File: src/rtl/keypad_scanner.sv
`default_nettype none
// +--------------------------------------------------------------------------+
// | keypad_scanner: 4x3 matrix scan, sweep-level debounce, key-press strobe.  |
// | Revision 1.0                                                             |
// +--------------------------------------------------------------------------+
module keypad_scanner #(
  parameter int SCAN_DIV = 4,
  parameter int DEBOUNCE = 3
) (
  input  logic       clock,
  input  logic       reset,
  input  logic [3:0] Row,
  output logic [2:0] Col,
  output logic [3:0] key_code,
  output logic       key_valid,
  output logic       key_held
);

  localparam int DIV_W = (SCAN_DIV > 1) ? $clog2(SCAN_DIV) : 1;
  localparam int CNT_W = $clog2(DEBOUNCE + 1);

  localparam logic [DIV_W-1:0] c_dwell_last = DIV_W'(SCAN_DIV - 1);
  localparam logic [DIV_W-1:0] c_dwell_one  = DIV_W'(1);
  localparam logic [CNT_W-1:0] c_stab_max   = CNT_W'(DEBOUNCE);
  localparam logic [CNT_W-1:0] c_stab_one   = CNT_W'(1);

  // Candidate encoding: 0 = none, k+1 = single key k, 13 = several keys.
  localparam logic [3:0] c_cand_none  = 4'd0;
  localparam logic [3:0] c_cand_multi = 4'd13;

  localparam logic [0:0] c_st_released = 1'b0;
  localparam logic [0:0] c_st_held     = 1'b1;

  logic [DIV_W-1:0] dwell_q, dwell_d;
  logic [1:0]       col_idx_q, col_idx_d;
  logic [2:0]       col_q, col_d;
  logic [11:0]      snap_q, snap_d;
  logic [3:0]       cand_prev_q, cand_prev_d;
  logic [CNT_W-1:0] stab_q, stab_d;
  logic [0:0]       state_q, state_d;
  logic [3:0]       key_code_q, key_code_d;
  logic             key_valid_q, key_valid_d;
  logic             key_held_q, key_held_d;

  logic        w_sample;
  logic        w_sweep_done;
  logic [11:0] w_snap_full;
  logic [3:0]  w_cand;
  logic        w_is_key;
  logic        w_eval;
  logic [3:0]  w_ones;
  logic [3:0]  w_idx;

  always_ff @(posedge clock or negedge reset) begin
    if (!reset) begin
      dwell_q     <= '0;
      col_idx_q   <= 2'd0;
      col_q       <= 3'b001;
      snap_q      <= '0;
      cand_prev_q <= c_cand_none;
      stab_q      <= '0;
      state_q     <= c_st_released;
      key_code_q  <= 4'd0;
      key_valid_q <= 1'b0;
      key_held_q  <= 1'b0;
    end else begin
      dwell_q     <= dwell_d;
      col_idx_q   <= col_idx_d;
      col_q       <= col_d;
      snap_q      <= snap_d;
      cand_prev_q <= cand_prev_d;
      stab_q      <= stab_d;
      state_q     <= state_d;
      key_code_q  <= key_code_d;
      key_valid_q <= key_valid_d;
      key_held_q  <= key_held_d;
    end
  end

  // Column sequencing and snapshot; the live Row sample is merged in so the
  // sweep-completing edge sees the full 12-bit picture.
  always_comb begin
    w_sample     = (dwell_q == c_dwell_last);
    w_sweep_done = w_sample && (col_idx_q == 2'd2);
    w_snap_full  = snap_q;
    if (w_sample) begin
      case (col_idx_q)
        2'd0:    for (int r = 0; r < 4; r++) w_snap_full[3*r]     = Row[r];
        2'd1:    for (int r = 0; r < 4; r++) w_snap_full[3*r + 1] = Row[r];
        default: for (int r = 0; r < 4; r++) w_snap_full[3*r + 2] = Row[r];
      endcase
    end
    snap_d    = w_snap_full;
    dwell_d   = w_sample ? '0 : dwell_q + c_dwell_one;
    col_idx_d = col_idx_q;
    col_d     = col_q;
    if (w_sample) begin
      col_idx_d = (col_idx_q == 2'd2) ? 2'd0 : col_idx_q + 2'd1;
      col_d     = {col_q[1:0], col_q[2]};
    end
  end

  always_comb begin
    w_ones = 4'd0;
    w_idx  = 4'd0;
    for (int i = 0; i < 12; i++) begin
      if (w_snap_full[i]) begin
        w_ones = w_ones + 4'd1;
        w_idx  = 4'(i);
      end
    end
    if (w_ones == 4'd0)      w_cand = c_cand_none;
    else if (w_ones == 4'd1) w_cand = w_idx + 4'd1;
    else                     w_cand = c_cand_multi;
    w_is_key = (w_cand != c_cand_none) && (w_cand != c_cand_multi);

    cand_prev_d = cand_prev_q;
    stab_d      = stab_q;
    if (w_sweep_done) begin
      if (w_cand == cand_prev_q)
        stab_d = (stab_q == c_stab_max) ? stab_q : stab_q + c_stab_one;
      else
        stab_d = c_stab_one;
      cand_prev_d = w_cand;
    end
    w_eval = w_sweep_done && (stab_d == c_stab_max);
  end

  always_comb begin
    state_d = state_q;
    if (w_eval) begin
      case (state_q)
        c_st_released: if (w_is_key) state_d = c_st_held;
        default:       if (!w_is_key) state_d = c_st_released;
      endcase
    end
  end

  // key_code_q doubles as the identity of the held key.
  always_comb begin
    key_valid_d = 1'b0;
    key_code_d  = key_code_q;
    key_held_d  = (state_d == c_st_held);
    if (w_eval && w_is_key &&
        ((state_q == c_st_released) || ((w_cand - 4'd1) != key_code_q))) begin
      key_code_d  = w_cand - 4'd1;
      key_valid_d = 1'b1;
    end
  end

  assign Col       = col_q;
  assign key_code  = key_code_q;
  assign key_valid = key_valid_q;
  assign key_held  = key_held_q;

endmodule
`default_nettype wire

File: config.mk
export PLATFORM = sky130hd
export DESIGN_NAME = keypad_scanner
export DESIGN_NICKNAME = d
export VERILOG_FILES = /design/src/rtl/keypad_scanner.sv
export SDC_FILE = /design/constraint.sdc
export NUM_CORES = 1
export LEC_CHECK = 0
export CORE_MARGIN = 4
export CORE_UTILIZATION = 35
export DETAILED_ROUTE_END_ITERATION = 8
export GPL_ROUTABILITY_DRIVEN = 0
export PLACE_DENSITY = 0.5
export SYNTH_ARGS = -nofsm -noshare
export SYNTH_HDL_FRONTEND = slang
export SYNTH_SLANG_ARGS = --single-unit
export TNS_END_PERCENT = 10
File: constraint.sdc
create_clock -name clock -period 21.7 [get_ports clock]
set_input_delay 5.425 -clock clock [delete_from_list [all_inputs] [get_ports clock]]
set_output_delay 5.425 -clock clock [all_outputs]
set_load 0.005 [all_outputs]
==> metrics.csv <==
stage,metric,value,unit
global_route,grt_first_pass_wirelength,14000,um
logic_synthesis,yosys-top-cells-area,"dfrtp_1, xnor2_1, mux2i_1",
detailed_routing,vias_per_cell,5.32,
detailed_routing,firstDrtPassIters,5,
setup_path,critPathKind,primary input to flip-flop,
detailed_routing,wirelength,8230,um
logic_synthesis,ys_ff_latch,31,
floorplan,start_util,0.362,
floorplan,die_y,106,um
timing,slew-limit-headroom,0.332,
setup_path,worstPathArrival,14450,ps
setup_path,cp_max_fo,10,
global_route,grt_util_all_layers,0.151,
timing,rsz0062_at_grt,false,
pwr,max-vdd-ir-drop,45.1,uV
global_route,antenna_found_initial,0,
timing,fin_crit,14280,ps
flow_run,cap_violations,0,
detailed_routing,antenna_left,0,
logic_synthesis,synth-edff-count,0,
clock_network,cts_num_sinks,31,
placed_design,placed_area,0.00362,mm2
finish,area_growth,11.3,%
placed_design,dpl.hpwl,6260,um
floorplan,ioPinCount,15,
logic_synthesis,syn-num-nets,419,
setup_path,end_kind,flip-flop,
floorplan,core,0.00928,mm2
detailed_routing,drc,0,
logic_synthesis,yosys.area.top_type,dfrtp_1,
setup_path,reg2reg_from,dwell_q[0],
finish,drive_gt1_frac,0.0934,
timing,setup_viol,0,
finish,nNetsFinal,426,
clock_network,clock_path_buffers,2,
finish,final_cell_mix,"nand2_1, xnor2_1, dfrtp_1",
placed_design,io_buffers,14,
finish,insertedDiodeCount,0,
timing,worstMarginPinSlew,996,ps
logic_synthesis,async_reset_ff_frac,1.00,
timing,fin_hold_ws,476,ps
global_route,grt_max_degree,32,
clock_network,cts.hold.buffers_added,0,
logic_synthesis,synth.top_cell.area_share,0.223,
global_route,gr-total-overflow,0,
clock_network,numCtsBuffers,5,
logic_synthesis,yosys_warnings,0,
worst_hold_path,min_to,dwell_q[1],
finish,fin_cells,536,
clock_network,insertion_delay,280,ps
worst_hold_path,hold_start,dwell_q[1],
logic_synthesis,synth_cells,399,
clock_network,cts_tree,yes,
timing,min_period_over_period,0.658,
clock_network,post_cts_buffers,0,
global_route,grt_pass1_vias,2796,
logic_synthesis,synth_flop_cell,dfrtp_1,
setup_path,cp.required,21870,ps
floorplan,die_area,0.0112,mm2
pwr,leakagePower,1.57,nW
floorplan,chipWidth,106,um
setup_path,worst-r2r-cell-count,38,
clock_network,cts-resized-gates,0,
setup_path,rrSetupSlack,11830,ps
placed_design,placed_cells,528,
setup_path,critPathLaunchType,primary input,
pwr,cellPowerDensity,92.6,mW/mm2
timing,final.setup.tns,0,ps
detailed_routing,route.vias.total,2852,
detailed_routing,wl_per_cell,15.3,um
worst_hold_path,hold_depth,1,
detailed_routing,drt-initial-drc-count,114,
finish,final_area,0.00374,mm2
status,status,"complete, no violations",
logic_synthesis,synth_area_per_cell,8.43,um2
worst_hold_path,min_path_type,flip-flop to flip-flop,
logic_synthesis,syn_area,0.00336,mm2
finish,fillers,943,
timing,maxSlewViolCount,0,
logic_synthesis,ys_types,69,
clock_network,htree_levels,2,
finish,layout_commonest_cell,nand2_1,
setup_path,crit_top_cell,ha_1,
logic_synthesis,synth_seq_area_share,0.231,
clock_network,clk_pin_slew,70,ps
floorplan,fp-row-count,35,
clock_network,cts_root_buf,clkbuf_8,
timing,fmax,70.0,MHz
setup_path,cpPeakStageDelay,660,ps
timing,skew,6.38,ps
setup_path,slowest_stage,or4_1,
timing,hold_viol_final,0,
setup_path,r2r-end,key_code[3],
[report_power, final]
group          switching (mW)  internal (mW)
clock network          0.0232         0.0372
registers             0.00642         0.0639
logic                   0.120         0.0955
total                   0.150          0.197
[sequential cells by signal, summed over array words and instances (netlist names)]
register     count
key_valid        1
snap_q          12
Col              3
col_idx_q        2
dwell_q          2
cand_prev_q      4
key_code         4
key_held         1
stab_q           2
[worst max-delay path, delay by kind of cell]
kind / cells / cell delay (ps)
AO/OA/AOI/OAI: 10 / 1960
XOR/XNOR: 1 / 170
adder cells (fa/ha/maj): 10 / 2750
buffers and inverters: 4 / 910
multiplexers: 2 / 450
AND/OR/NAND/NOR: 15 / 2740
[kinds of logic (layout without fill, tap and decap cells)]
family	count (synthesis)	count (layout)	share of synthesized area
simple gates	143	143	0.215
flops	31	31	0.231
mux	29	29	0.0916
buf+inv	42	50	0.0532
fa+ha+maj	14	14	0.0521
xor+xnor	54	54	0.187
compound gates	86	86	0.170
[cell type report]
| cell class | count | area, um2 | area share |
|---|---|---|---|
| Clock buffer | 6 | 82.6 | 0.0221 |
| Tap cell | 129 | 161 | 0.0431 |
| Inverter | 20 | 75.1 | 0.0201 |
| Sequential cell | 31 | 777 | 0.208 |
| Multi-Input combinational cell | 326 | 2410 | 0.644 |
| Timing Repair Buffer | 22 | 200 | 0.0535 |
| Clock inverter | 2 | 35.0 | 0.00936 |
[worst max-delay path by stage]
stage / startpoint / end / slack, ps
floorplan: Row[0] / key_code[2] / 8410
finish: Row[0] / key_code[3] / 7420
CTS: Row[0] / key_code[2] / 7400
detailed placement: Row[0] / key_code[3] / 7160
global route: Row[0] / key_code[2] / 6770
global placement: Row[0] / key_code[2] / 7320
[stage by stage]
stage                     utilization  worst slack [ps]  total power [mW]
after global placement          0.390              7320             0.286
after detailed placement        0.390              7160             0.288
after global routing            0.403              6770             0.379
final                           0.403              7420             0.347
after CTS                       0.403              7400             0.351
after floorplan                     -              8410             0.242
[synth_stat cells (all sizes together), types with 2 or more instances]
| cell | instances |
|---|---|
| a31oi | 4 |
| mux2 | 8 |
| nand2 | 46 |
| inv | 19 |
| a21o | 2 |
| and3 | 4 |
| or3 | 4 |
| clkbuf | 14 |
| a21oi | 23 |
| nor2 | 29 |
| and2 | 6 |
| a222oi | 2 |
| or4 | 2 |
| xor2 | 12 |
| dfrtp | 30 |
| nor4 | 3 |
| nand4 | 8 |
| buf | 8 |
| a211oi | 4 |
| mux2i | 21 |
| o31ai | 2 |
| xor3 | 2 |
| nand2b | 5 |
| nor3b | 5 |
| a41o | 2 |
| a2111oi | 2 |
| xnor3 | 6 |
| nand3 | 10 |
| nand4b | 2 |
| nor3 | 6 |
| xnor2 | 34 |
| and3b | 2 |
| nor2b | 5 |
| o311ai | 4 |
| o211ai | 5 |
| a221o | 2 |
| or2 | 2 |
| a211o | 2 |
| o21ai | 20 |
| ha | 14 |
| nand3b | 2 |
[layer usage]
layer  part of all wire  vias to the layer above  track usage
met5                  0                        -            0
met4             0.0085                        0       0.0241
met3              0.031                        6       0.0237
met2               0.48                       37        0.265
met1               0.48                     1368        0.200
li1                   -                     1441            -
No activity file was read; power rests on OpenSTA's default activity.
